===== config.mk =====
export PLATFORM = sky130hd
export DESIGN_NAME = mine_placer_flat
export DESIGN_NICKNAME = d
export VERILOG_FILES = /design/src/rtl/mine_placer_if.sv /design/src/rtl/mine_placer.sv /design/src/flat_wrapper.sv
export SDC_FILE = /design/constraint.sdc
export NUM_CORES = 1
export LEC_CHECK = 0
export BUFFER_PORTS_ARGS = -buffer_cell sky130_fd_sc_hd__buf_2
export CORE_MARGIN = 8
export CORE_UTILIZATION = 41
export CTS_BUF_LIST = sky130_fd_sc_hd__clkbuf_4 sky130_fd_sc_hd__clkbuf_8
export CTS_CLUSTER_SIZE = 10
export DETAILED_ROUTE_END_ITERATION = 8
export HOLD_SLACK_MARGIN = 0.12
export PLACE_DENSITY_LB_ADDON = 0.15
export SLEW_MARGIN = 10
export SYNTH_ARGS = -nofsm -noshare
export SYNTH_HDL_FRONTEND = slang
export SYNTH_SLANG_ARGS = --single-unit

===== constraint.sdc =====
create_clock -name clk -period 3.2 [get_ports clk]
set_input_delay 0 -clock clk [delete_from_list [all_inputs] [get_ports clk]]
set_output_delay 0 -clock clk [all_outputs]
set_load 0.01 [all_outputs]

===== src/rtl/mine_placer_if.sv =====
`default_nettype none
// ============================================================================
// Module      : mine_placer_if
// Description : Bundle between the game controller / LFSR side and the mine
//               placer. The master drives start, the first-click cell and the
//               LFSR candidate stream; the slave (mine_placer) returns run
//               status, the placed-mine count and the flat mine bitmap.
//   start     master->slave  begin a run (level, sampled while idle)
//   safe_idx  master->slave  cell that must stay mine-free
//   random    master->slave  candidate cell index, new value every clock
//   busy      slave->master  run in progress
//   done      slave->master  one-cycle end-of-run pulse
//   fail      slave->master  run ended with the try budget exhausted
//   placed    slave->master  mines placed so far
//   mine_map  slave->master  bit i set -> mine at cell i (row*COLS+col)
// Revision    : 1.0 - initial release
// ============================================================================
interface mine_placer_if #(
  parameter int IDX_W = 6,
  parameter int CELLS = 64
);
  logic             start;
  logic [IDX_W-1:0] safe_idx;
  logic [IDX_W-1:0] random;
  logic             busy;
  logic             done;
  logic             fail;
  logic [IDX_W:0]   placed;
  logic [CELLS-1:0] mine_map;

  modport master (
    output start, safe_idx, random,
    input  busy, done, fail, placed, mine_map
  );

  modport slave (
    input  start, safe_idx, random,
    output busy, done, fail, placed, mine_map
  );
endinterface
`default_nettype wire


===== src/rtl/mine_placer.sv =====
`default_nettype none
// ============================================================================
// Module      : mine_placer
// Description : Places exactly MINES mines on a ROWS x COLS board using one
//               LFSR candidate per clock. Candidates that are off the board,
//               equal to the latched first-click cell, or already mined are
//               rejected. A run ends with done; fail marks that the try
//               budget ran out before the map was complete.
//   clk   : clock
//   rst   : asynchronous active-high reset
//   bus   : mine_placer_if slave modport (start, safe_idx, random in;
//           busy, done, fail, placed, mine_map out)
// Revision    : 1.0 - initial release
// ============================================================================
module mine_placer #(
  parameter int ROWS      = 8,
  parameter int COLS      = 8,
  parameter int MINES     = 10,
  parameter int IDX_W     = 6,
  parameter int MAX_TRIES = 1024
) (
  input  wire logic        clk,
  input  wire logic        rst,
  mine_placer_if.slave     bus
);

  localparam int c_CELLS = ROWS * COLS;
  localparam int c_TRY_W = $clog2(MAX_TRIES + 1);

  localparam logic [IDX_W:0]   c_CELLS_V = (IDX_W + 1)'(c_CELLS);
  localparam logic [IDX_W:0]   c_MINES_V = (IDX_W + 1)'(MINES);
  localparam logic [c_TRY_W-1:0] c_TRIES_V = c_TRY_W'(MAX_TRIES);

  typedef enum logic [1:0] {
    S_IDLE   = 2'd0,
    S_CLEAR  = 2'd1,
    S_SAMPLE = 2'd2,
    S_DONE   = 2'd3
  } state_t;

  state_t             r_state;
  state_t             w_state_next;
  logic [IDX_W-1:0]   r_safe;
  logic [c_TRY_W-1:0] r_tries;
  logic [IDX_W:0]     r_placed;
  logic [c_CELLS-1:0] r_map;
  logic               r_fail;

  logic               w_in_range;
  logic               w_is_safe;
  logic               w_occupied;
  logic               w_accept;
  logic [IDX_W:0]     w_placed_inc;
  logic [c_TRY_W-1:0] w_tries_inc;
  logic               w_complete;
  logic               w_exhausted;

  // Candidate qualification. The occupancy lookup is gated by the range
  // check so indices beyond the board never address the bitmap.
  assign w_in_range   = {1'b0, bus.random} < c_CELLS_V;
  assign w_is_safe    = bus.random == r_safe;
  assign w_occupied   = w_in_range && r_map[bus.random];
  assign w_accept     = w_in_range && !w_is_safe && !w_occupied;
  assign w_placed_inc = r_placed + 1'b1;
  assign w_tries_inc  = r_tries + 1'b1;
  assign w_complete   = w_accept && (w_placed_inc == c_MINES_V);
  assign w_exhausted  = w_tries_inc == c_TRIES_V;

  always_ff @(posedge clk or posedge rst) begin
    if (rst) begin
      r_state <= S_IDLE;
    end else begin
      r_state <= w_state_next;
    end
  end

  always_comb begin
    w_state_next = r_state;
    case (r_state)
      S_IDLE:   if (bus.start) w_state_next = S_CLEAR;
      S_CLEAR:  w_state_next = S_SAMPLE;
      S_SAMPLE: if (w_complete || w_exhausted) w_state_next = S_DONE;
      S_DONE:   w_state_next = S_IDLE;
      default:  w_state_next = S_IDLE;
    endcase
  end

  always_ff @(posedge clk or posedge rst) begin
    if (rst) begin
      r_safe   <= '0;
      r_tries  <= '0;
      r_placed <= '0;
      r_map    <= '0;
      r_fail   <= 1'b0;
    end else begin
      case (r_state)
        S_IDLE: begin
          if (bus.start) r_safe <= bus.safe_idx;
        end
        S_CLEAR: begin
          r_tries  <= '0;
          r_placed <= '0;
          r_map    <= '0;
          r_fail   <= 1'b0;
        end
        S_SAMPLE: begin
          r_tries <= w_tries_inc;
          if (w_accept) begin
            r_map[bus.random] <= 1'b1;
            r_placed          <= w_placed_inc;
          end
          // A completing accept on the final try wins over the abort.
          if (w_exhausted && !w_complete) r_fail <= 1'b1;
        end
        default: ;
      endcase
    end
  end

  assign bus.busy     = (r_state == S_CLEAR) || (r_state == S_SAMPLE);
  assign bus.done     = r_state == S_DONE;
  assign bus.fail     = r_fail;
  assign bus.placed   = r_placed;
  assign bus.mine_map = r_map;

endmodule
`default_nettype wire


===== src/flat_wrapper.sv =====
// flat-port wrapper written by rule: the top's interface ports become plain ports
module mine_placer_flat 
#(
  parameter int ROWS      = 8,
  parameter int COLS      = 8,
  parameter int MINES     = 10,
  parameter int IDX_W     = 6,
  parameter int MAX_TRIES = 1024
)
  (clk, rst, bus_start, bus_safe_idx, bus_random, bus_busy, bus_done, bus_fail, bus_placed, bus_mine_map);
  mine_placer_if #(.IDX_W(IDX_W), .CELLS((ROWS * COLS))) bus_i ();
  input  wire logic clk;
  input  wire logic rst;
  input wire logic [$bits(bus_i.start)-1:0] bus_start;
  input wire logic [$bits(bus_i.safe_idx)-1:0] bus_safe_idx;
  input wire logic [$bits(bus_i.random)-1:0] bus_random;
  output wire logic [$bits(bus_i.busy)-1:0] bus_busy;
  output wire logic [$bits(bus_i.done)-1:0] bus_done;
  output wire logic [$bits(bus_i.fail)-1:0] bus_fail;
  output wire logic [$bits(bus_i.placed)-1:0] bus_placed;
  output wire logic [$bits(bus_i.mine_map)-1:0] bus_mine_map;
  assign bus_i.start = bus_start;
  assign bus_i.safe_idx = bus_safe_idx;
  assign bus_i.random = bus_random;
  assign bus_busy = bus_i.busy;
  assign bus_done = bus_i.done;
  assign bus_fail = bus_i.fail;
  assign bus_placed = bus_i.placed;
  assign bus_mine_map = bus_i.mine_map;
  mine_placer #(.ROWS(ROWS), .COLS(COLS), .MINES(MINES), .IDX_W(IDX_W), .MAX_TRIES(MAX_TRIES)) u_core (.clk(clk), .rst(rst), .bus(bus_i));
endmodule

Yosys cells after proc, flatten, opt, wreduce, memory -nomap -nowiden

Index checks and enable logic that the tools add are counted.

Bits in registers: 91
Input port bits: 15

Bitwise gates (word level): 1
Add/sub/neg operators: 2
Mux-type cells: 14
$lt $le $gt $ge: 2
Eq/ne operators: 10
Reductions and logical operators: 15

Operators by type and width:

| cell                    | count |
|---|---|
| $pmux W64 S2            | 1 |
| $mux W64                | 1 |
| $or A64 B64 Y64         | 1 |
| $pmux W11 S2            | 1 |
| $pmux W7 S2             | 1 |
| $add A11 B1 Y11 const B | 1 |
| $eq A11 B11 Y1 const B  | 1 |
| $pmux W2 S4             | 1 |
| $reduce_and A2 Y1       | 4 |
| $add A7 B1 Y7 const B   | 1 |
| $eq A7 B4 Y1 const B    | 1 |
| $lt A6 B7 Y1 const B    | 1 |
| $mux W7                 | 1 |
| $bmux W1 S6             | 1 |
| $demux W1 S6            | 1 |
| $eq A6 B6 Y1            | 1 |
| $ge A6 B1 Y1 const B    | 1 |
| $ne A2 B1 Y1 const B    | 3 |
| $eq A2 B2 Y1 const B    | 2 |
| $logic_and A1 B1 Y1     | 4 |
| $mux W2                 | 2 |
| $logic_not A1 Y1        | 3 |
| $mux W1                 | 3 |
| $eq A2 B1 Y1 const B    | 1 |
| 5 further kinds         | 6 |

Logic depth before layout (Yosys ltp)

Gate-level depths: netlist of the first run.

Depth after elaboration: 9
Gate-level depth with buffers: 11

Worst setup path before layout of the first run

OpenSTA, ideal clock, no wires.

Path type: reg2reg
Start point: register u_core.r_map[9] (netlist: u_core.bus.mine_map[9])
End point: register u_core.r_map[17] (netlist: u_core.bus.mine_map[17])
Setup slack: 928 ps
Data required time: 3,126 ps
Arrival: 2,197 ps
Stages on the path, launching flop included: 9
Cell sequence: dfrtp_1 mux2_4 o211a_1 o31ai_2 o2111ai_2 nor4_4 buf_6 nand3_2 a21oi_2

Word-level cells in the longest chain between the ends: 6

RTL lines:

| item                             | line               | text |
|---|---|---|
| start: declaration               | mine_placer.sv:46  | `logic [c_CELLS-1:0] r_map;` |
| start signal: assignment         | mine_placer.sv:93  | `r_map <= '0;` |
| start signal: assignment         | mine_placer.sv:103 | `r_map <= '0;` |
| start signal: indexed assignment | mine_placer.sv:109 | `r_map[bus.random] <= 1'b1;` |
| $bmux W1 S6                      | mine_placer.sv:62  | `assign w_occupied = w_in_range && r_map[bus.random];` |
| $mux W1 (implied by the code)    | mine_placer.sv:62  |  |
| $logic_not A1 Y1                 | mine_placer.sv:63  | `assign w_accept = w_in_range && !w_is_safe && !w_occupied;` |
| $logic_and A1 B1 Y1              | mine_placer.sv:63  |  |
| $ne A2 B1 Y1 (no line)           | -                  |  |
| $reduce_and A2 Y1 (no line)      | -                  |  |

Every way passes these cells. The select of a mux whose other input is x is not followed.
A chain may end at the register's enable or synchronous reset.

Final worst setup path of the first run

Start point: register u_core.r_map[9] (netlist: u_core.bus.mine_map[9])
End point: register u_core.r_placed[4] (netlist: u_core.bus.placed[4])

Word-level cells in the longest chain between the ends: 6

RTL lines:

| item                          | line               | text |
|---|---|---|
| $bmux W1 S6                   | mine_placer.sv:62  |  |
| $mux W1 (implied by the code) | mine_placer.sv:62  |  |
| $logic_not A1 Y1              | mine_placer.sv:63  |  |
| $logic_and A1 B1 Y1           | mine_placer.sv:63  |  |
| $ne A2 B1 Y1 (no line)        | -                  |  |
| $reduce_and A2 Y1 (no line)   | -                  |  |
| end signal: assignment        | mine_placer.sv:110 | `r_placed <= w_placed_inc;` |
| end: declaration              | mine_placer.sv:45  | `logic [IDX_W:0] r_placed;` |

Every way passes these cells. The select of a mux whose other input is x is not followed.

==> flow_summary.yaml, run 1 <==
timing:
  fmax_mhz: 425
  grt_setup_unrepaired: "no"
  setup_violations: 0
  final-max-slew-violation-count: 0
  fin_hold_ws_ns: 0.162
  tns_ns: 0
  relSlewSlack: 0.327
  period_share: 0.736
  finClkSkew_ns: 0.00803
  tightest_slew_ns: 1.01
  period_needed_ns: 2.35
  timing_hold_violations_final: 0
clock_tree:
  cts_sinks: 91
  clk_pin_slew_ns: 0.08
  clock_latency_ns: 0.36
  postCtsSetupBuffers: 0
  cts_tree: "yes"
  clock_path_buffers: 2
  root_buffer: "clkbuf_8"
  cts_max_level: 3
  numCtsBuffers: 9
drt:
  firstDrtPassIters: 4
  wl_per_cell_um: 19.1
  drt-total-wl_um: 13700
  ant_nets: 0
  vias_per_cell: 5.68
  drt_iter0_drc: 289
  via_count: 4092
  drc: 0
global_routing:
  grt_pass1_wl_um: 22600
  grt_start_max_net_pins: 51
  antenna_found_initial: 0
  grt_util_all_layers: 0.179
  grt_pass1_vias: 4287
  overflow: 0
worst_setup_path:
  path_delay_family: "compound AO/OA/AOI/OAI gates"
  cp_num_buf_inv: 1
  critPathMaxStageDelay_ns: 0.42
  cp.arrival_ns: 2.59
  critPathRequiredTime_ns: 3.44
  crit_chain: "mux2_4 > o211a_1 > o31ai_2 > o2111ai_2 > nor4_4 > buf_12 > nand4_1 > mux2i_1"
  reg2reg_to: "u_core.bus.placed[4]"
  cp_slowest_cell: "dfrtp_1"
  reg2reg_depth: 8
  crit_fanout: 50
  r2r_slack_ns: 0.85
  reg2reg_from: "u_core.bus.mine_map[9]"
  critical_path_class: "reg2reg"
  cp-start-kind: "flip-flop"
  end_kind: "flip-flop"
  cp.depth: 8
die:
  die_w_um: 125
  rows: 40
  pin_count: 89
  start_util: 0.413
  coreArea_um2: 11800
  die-area_um2: 15600
  fp.dieH_um: 125
power:
  p_total_mw: 3.71
  powerDensity_nw_per_um2: 663
  vdd_drop_max_v: 0.000346
  leakage_nw: 2.84
yosys:
  synth_edf_count: 0
  ys_ff_latch: 91
  synth_commonest_cells: "dfrtp_1, nor2_1, a31oi_1"
  synthCells: 490
  yosysMostFrequentCell: "dfrtp_1"
  synth.top_cell.area_share: 0.467
  netlist_top_cells_area: "dfrtp_1, a31oi_1, nor2_1"
  yosys_warnings: 0
  synth_top_cell_by_area: "dfrtp_1"
  synth_cell_type_count: 61
  syn_nets: 513
  syn-cell-area_um2: 4880
  yosys_most_used_dff: "dfrtp_1"
  synthArstFlopShare: 1.00
  ys_seq_area_frac: 0.467
  synth.avg_cell_area_um2: 9.96
final_layout:
  final_nets: 594
  final_layout_size_suffix_gt1_frac: 0.242
  n_antenna_cell: 0
  syn_to_final_growth_pct: 14.6
hold_path:
  holdPathStages: 4
  holdCritPathClass: "in2reg"
  hold_path_end: "u_core.bus.mine_map[17]"
  worstHoldStart: "bus_random[5]"
place:
  place.gp.congestion: 0.799
  dp_hpwl_um: 9430
  port_buffers: 88
status:
  outcome: "finished clean"
job:
  maxCapViolations: 0
## area by class of cell
class,count,area (um2)
fill,1133,6220
clock buffer,14,161
multi-input combinational,354,2320
timing repair buffer,107,616
inverter,8,31.3
tap,147,184
sequential,91,2280
## layout by cell type (no fill, tap or decap), types with 5 or more instances in the layout
master          n
a31oi_1        64
nand3_1        13
dfrtp_1        91
clkbuf_8        9
o21ai_0        12
buf_2          88
ha_1            8
mux2i_1        23
buf_4          10
nand2_1        42
nor2b_1         7
inv_1           7
mux2_2          7
nor3_1          7
and3_1          7
nand2b_1        6
clkbuf_4        5
nor2_1         76
xor2_1          7
dlygate4sd3_1   8
## stage by stage
step / std cells / util / setup WS (ns) / cell area (um2)
after floorplan: 490 / - / 0.836 / 4880
after global placement: 699 / 0.453 / 0.798 / 5350
after detailed placement: 699 / 0.453 / 0.718 / 5350
after CTS: 721 / 0.473 / 0.843 / 5590
after global routing: 721 / 0.473 / 0.685 / 5590
final: 721 / 0.473 / 0.846 / 5590
## per-layer routing
| layer | track usage | up-vias | routed length, um | share of wire |
|---|---|---|---|---|
| met3 | 0.0493 | 22 | 764 | 0.056 |
| met2 | 0.297 | 95 | 6620 | 0.48 |
| met4 | 0.0795 | 0 | 294 | 0.021 |
| li1 | - | 1932 | - | - |
| met5 | 0 | - | 0 | 0 |
| met1 | 0.214 | 2043 | 6060 | 0.44 |
## registers in the layout (all words and copies together) (netlist names)
register             count
u_core.bus.placed        7
u_core.bus.fail          1
u_core.r_state           2
u_core.r_safe            6
u_core.r_tries          11
u_core.bus.mine_map     64
## kinds of logic (layout without fill, tap and decap cells)
kind of cell | after synthesis | in the layout | synth area share
mux | 37 | 37 | 0.0957
flops | 91 | 91 | 0.467
simple gates | 190 | 190 | 0.190
buf+inv | 45 | 129 | 0.0590
fa+ha+maj | 8 | 8 | 0.0205
xor+xnor | 8 | 8 | 0.0144
compound gates | 111 | 111 | 0.154
## worst max-delay path by stage
stage / from / endpoint / slack, ns
2_1_floorplan: rst / u_core.bus.fail / 0.84
3_3_place_gp: bus_random[1] / u_core.bus.placed[4] / 0.80
3_5_place_dp: bus_random[1] / u_core.bus.placed[4] / 0.72
4_1_cts: u_core.bus.mine_map[9] / u_core.bus.placed[4] / 0.84
5_1_grt: u_core.bus.mine_map[9] / u_core.bus.placed[4] / 0.68
6_report: u_core.bus.mine_map[9] / u_core.bus.placed[4] / 0.85
## worst register-to-register path: stages, from the launching register on
cell	delay, ns
dfrtp_1	0.42
mux2_4	0.28
o211a_1	0.21
o31ai_2	0.26
o2111ai_2	0.21
nor4_4	0.26
buf_12	0.29
nand4_1	0.16
mux2i_1	0.14
## repair_timing
| item | 4_1_cts | 5_1_grt |
|---|---|---|
| gates resized for setup | 0 | 0 |
| hold buffers | 8 | 0 |
| hold endpoints to repair | 38 | 0 |
## power breakdown
group / switching, mW / internal (mW) / total (mW)
Sequential: 0.210 / 1.37 / 1.58
Combinational: 0.906 / 0.527 / 1.43
Clock: 0.380 / 0.319 / 0.699
Note: power is estimated with default switching activity, not from simulation.
==> run 2, diff against run 1 <==
==> constraint.sdc (replaced) <==
create_clock -name clk -period 2.2 [get_ports clk]
set_input_delay 0 -clock clk [delete_from_list [all_inputs] [get_ports clk]]
set_output_delay 0 -clock clk [all_outputs]
set_load 0.01 [all_outputs]
==> flow_summary.yaml, run 2 (synthesis results as in run 1) <==
status:
  outcome: "complete, but fails checks"
  failed_checks: "negative setup slack"
clock_tree:
  root_buffer: "clkbuf_8"
  clock_latency_ns: 0.38
  cts_max_level: 3
  clock_path_buffers: 2
  numCtsBuffers: 9
  cts_tree: "yes"
  clk_pin_slew_ns: 0.10
  cts_sinks: 91
global_routing:
  antenna_found_initial: 0
  grt_pass1_vias: 4411
  grt_pass1_wl_um: 23300
  grt_start_max_net_pins: 92
  overflow: 0
  grt_util_all_layers: 0.185
timing:
  tightest_slew_ns: 0.677
  setup_violations: 13
  final-max-slew-violation-count: 0
  timing_hold_violations_final: 0
  period_share: 1.04
  fin_hold_ws_ns: 0.161
  relSlewSlack: 0.547
  fmax_mhz: 438
  period_needed_ns: 2.28
  finClkSkew_ns: 0.0118
  grt_setup_unrepaired: "yes"
  fin_ws_ns: -0.0806
worst_setup_path:
  critical_path_class: "reg2reg"
  reg2reg_to: "u_core.bus.mine_map[48]"
  crit_chain: "mux2i_1 > mux4_2 > a211o_1 > o2111ai_2 > nor4_4 > buf_4 > buf_8 > buf_12 > a31oi_1 > nor2_1"
  cp_num_buf_inv: 3
  startpoint: "u_core.bus.mine_map[48]"
  cp-endpoint: "u_core.bus.mine_map[48]"
  end_kind: "flip-flop"
  crit_fanout: 6
  path_delay_family: "compound AO/OA/AOI/OAI gates"
  cp_slowest_cell: "mux4_2"
  r2r_slack_ns: -0.08
  reg2reg_depth: 10
  cp.depth: 10
  cp.arrival_ns: 2.55
  critPathMaxStageDelay_ns: 0.48
  reg2reg_from: "u_core.bus.mine_map[48]"
  critPathRequiredTime_ns: 2.47
  cp-start-kind: "flip-flop"
power:
  p_seq_frac: 0.386
  leakage_nw: 3.11
  clkPwrFrac: 0.177
  p_total_mw: 5.97
  power_switching_mw: 2.39
  p_comb_frac: 0.438
  swShare: 0.401
  vdd_drop_max_v: 0.000575
  p_int_mw: 3.58
  powerDensity_nw_per_um2: 965
final_layout:
  largest_reg_flops: 64
  final_nets: 641
  final_common_cell: "dfrtp_1"
  final_layout_size_suffix_gt1_frac: 0.323
  final_cell_mix: "dfrtp_1, buf_2, nor2_1, a31oi_1, buf_4"
  final_util: 0.523
  n_antenna_cell: 0
  syn_to_final_growth_pct: 26.7
  post-route-cell-area_um2: 6180
  fillers: 1097
place:
  place_worst_setup_slack_ns: -0.0466
  place.gp.congestion: 0.785
  port_buffers: 88
  placed_area_um2: 5670
  dp_hpwl_um: 10100
drt:
  wl_per_cell_um: 18.9
  drt-total-wl_um: 14500
  ant_nets: 0
  firstDrtPassIters: 5
  vias_per_cell: 5.64
  drt_iter0_drc: 457
  drc: 0
  via_count: 4343
die:
  coreArea_um2: 11800
  start_util: 0.413
  pin_count: 89
  die_w_um: 125
  rows: 40
  die-area_um2: 15600
  fp.dieH_um: 125
job:
  maxCapViolations: 0
hold_path:
  holdCritPathClass: "in2reg"
==> run 2: worst register-to-register path, delay by kind of cell (launching register included) <==
| kind | cells | cell delay [ns] |
|---|---|---|
| DFF | 1 | 0.40 |
| muxes | 2 | 0.58 |
| and+or+nand+nor | 2 | 0.13 |
| AOI/OAI and AO/OA | 3 | 0.64 |
| buffers and inverters | 3 | 0.44 |
==> run 2: per-stage QoR <==
step                instances  TNS (ns)
floorplan                 490     -1.77
global placement          733    -0.593
detailed placement        733    -0.661
CTS                       765   -0.0540
global route              770     -4.97
finish                    770    -0.523
==> run 2: timing repair <==
item / in CTS / in global routing
hold endpoints to repair: 99 / 0
gates resized for setup: 6 / 17
pin swaps: 3 / 8
gates cloned: 2 / 2
buffers inserted: 6 / 4
hold buffers: 8 / 0
endpoints found under the setup margin: 49 / 73
==> run 2: power by group through the flow <==
stage	combinational (mW)	clock, mW	sequential, mW
floorplan	1.41	0	2.35
global placement	2.30	0	2.32
detailed placement	2.34	0	2.33
CTS	2.46	1.08	2.29
global route	2.86	1.16	2.35
finish	2.61	1.05	2.30
==> run 2: routing by layer <==
layer	vias up	track usage	wire length, um
met3	15	0.0523	815
met5	-	0	0
met1	2173	0.219	6190
met4	0	0.0745	203
met2	121	0.311	7330
li1	2034	-	-
==> run 2: worst min path at each step <==
stage | from | endpoint | slack, ns | cells past startpoint
after global placement | rst | u_core.bus.mine_map[49] | 0.18 | 3
after detailed placement | rst | u_core.bus.placed[6] | 0.18 | 3
final | bus_random[5] | u_core.bus.mine_map[18] | 0.16 | 4
after floorplan | bus_safe_idx[0] | u_core.r_safe[0] | 0.15 | 1
after CTS | bus_random[5] | u_core.bus.mine_map[18] | 0.13 | 4
after global routing | bus_random[5] | u_core.bus.mine_map[18] | 0.20 | 4
==> run 2: area by class of cell <==
type                            instances  area, um2  area share
Sequential cell                        91       2280       0.369
Multi-Input combinational cell        354       2430       0.393
Inverter                                8       33.8     0.00546
Timing Repair Buffer                  154       1080       0.174
Clock inverter                          6       41.3     0.00668
Tap cell                              147        184      0.0298
Clock buffer                           10        138      0.0223
==> run 3, diff against run 2 <==
--- a/config.mk
+++ b/config.mk
@@ -6,7 +6,7 @@
 export NUM_CORES = 1
 export LEC_CHECK = 0
 export BUFFER_PORTS_ARGS = -buffer_cell sky130_fd_sc_hd__buf_2
-export CORE_MARGIN = 8
+export CORE_MARGIN = 5
 export CORE_UTILIZATION = 41
 export CTS_BUF_LIST = sky130_fd_sc_hd__clkbuf_4 sky130_fd_sc_hd__clkbuf_8
 export CTS_CLUSTER_SIZE = 10
==> flow_summary.yaml, run 3 (synthesis results as in run 1) <==
worst_setup_path:
  cp.arrival_ns: 2.48
  end_kind: "flip-flop"
  cp_slowest_cell: "dfrtp_1"
  path_delay_family: "compound AO/OA/AOI/OAI gates"
  crit_fanout: 23
  crit_chain: "mux2_4 > o211a_1 > o31ai_2 > o2111ai_2 > nor4_4 > buf_4 > buf_12 > a31oi_1 > nor2_1"
  cp-start-kind: "flip-flop"
  critPathRequiredTime_ns: 2.50
  cp_num_buf_inv: 2
  critical_path_class: "reg2reg"
  critPathMaxStageDelay_ns: 0.39
global_routing:
  grt_start_max_net_pins: 65
  grt_pass1_vias: 4133
  antenna_found_initial: 0
  grt_pass1_wl_um: 22200
  grt_util_all_layers: 0.196
  overflow: 0
clock_tree:
  numCtsBuffers: 9
  clock_latency_ns: 0.37
  clock_path_buffers: 2
  cts_max_level: 3
  cts_tree: "yes"
  clk_pin_slew_ns: 0.09
  cts_sinks: 91
  root_buffer: "clkbuf_8"
drt:
  ant_nets: 0
  drc: 0
  drt_iter0_drc: 411
  wl_per_cell_um: 18.4
  vias_per_cell: 5.66
  firstDrtPassIters: 5
  via_count: 4256
  drt-total-wl_um: 13800
final_layout:
  largest_reg_flops: 64
  n_antenna_cell: 0
  final_nets: 628
  final_layout_size_suffix_gt1_frac: 0.286
  syn_to_final_growth_pct: 21.9
  final_common_cell: "dfrtp_1"
  final_cell_mix: "dfrtp_1, buf_2, nor2_1, a31oi_1, nand2_1"
die:
  die-area_um2: 14200
  fp.dieH_um: 119
  die_w_um: 119
  pin_count: 89
  coreArea_um2: 11600
  start_util: 0.422
  rows: 39
timing:
  grt_setup_unrepaired: "yes"
  setup_violations: 0
  timing_hold_violations_final: 0
  fin_ws_ns: 0.0108
  period_share: 0.995
  period_needed_ns: 2.19
  finClkSkew_ns: 0.00759
  fmax_mhz: 457
  final-max-slew-violation-count: 0
  relSlewSlack: 0.593
  tightest_slew_ns: 0.610
power:
  powerDensity_nw_per_um2: 980
  vdd_drop_max_v: 0.000555
  p_total_mw: 5.83
  leakage_nw: 3.04
job:
  maxCapViolations: 0
hold_path:
  holdCritPathClass: "in2reg"
place:
  port_buffers: 88
  place.gp.congestion: 0.826
  place_worst_setup_slack_ns: -0.0406
  dp_hpwl_um: 9690
status:
  outcome: "finished clean"
run 3: through the flow:
step | area (um2) | util | std cells | TNS [ns] | hold WS [ns]
2_1_floorplan | 4880 | - | 490 | -1.77 | 0.151
5_1_grt | 5950 | 0.514 | 752 | -2.95 | 0.236
3_5_place_dp | 5630 | 0.487 | 726 | -0.120 | 0.107
3_3_place_gp | 5630 | 0.487 | 726 | -0.0417 | 0.0943
4_1_cts | 5930 | 0.512 | 751 | -0.0461 | 0.207
6_report | 5950 | 0.514 | 752 | 0 | 0.229
run 3: worst paths after layout:
path	startpoint	end	slack [ns]	cells past startpoint
worst max-delay path	u_core.bus.mine_map[9]	u_core.bus.mine_map[52]	0.01	9
worst min-delay path	bus_random[5]	u_core.bus.mine_map[17]	0.23	5
worst max register to register	u_core.bus.mine_map[9]	u_core.bus.mine_map[52]	0.01	9
worst min register to register	u_core.bus.fail	u_core.bus.fail	0.51	1
max in group asynchronous	rst	u_core.bus.mine_map[19]	1.27	4
min in group asynchronous	rst	u_core.bus.mine_map[55]	0.25	3
run 3: worst register-to-register path: stages (launching register included):
cell and delay [ns]:
dfrtp_1 0.39, mux2_4 0.27, o211a_1 0.21, o31ai_2 0.27, o2111ai_2 0.20, nor4_4 0.19, buf_4 0.21, buf_12 0.17
a31oi_1 0.10, nor2_1 0.13
run 3: area by class of cell:
type                            count  area [um2]
Inverter                            8        33.8
Timing Repair Buffer              141         951
Clock buffer                       12         146
Tap cell                          143         179
Fill cell                        1087        5620
Sequential cell                    91        2280
Multi-Input combinational cell    354        2320
Clock inverter                      3        40.0
run 3: routing by layer:
metal,share of wire,GRT usage,vias up
met5,0,0,-
met4,0.012,0.0623,0
met3,0.052,0.0403,13
met2,0.50,0.325,112
met1,0.44,0.257,2124
li1,-,-,2007
run 3: what timing repair did:
item                       in CTS  in global routing
hold buffers                    8                  0
setup endpoints to repair      12                 70
hold endpoints to repair       31                  0
gates cloned                    0                  1
setup buffers                   2                  1
gates resized for setup         1                  0
pin swaps                       6                  1
run 3: power by group:
| part | leakage [nW] | internal (mW) | switching (mW) |
|---|---|---|---|
| clock | 0.100 | 0.555 | 0.588 |
| sequential | 1.24 | 1.99 | 0.297 |
| combinational | 1.70 | 1.02 | 1.38 |
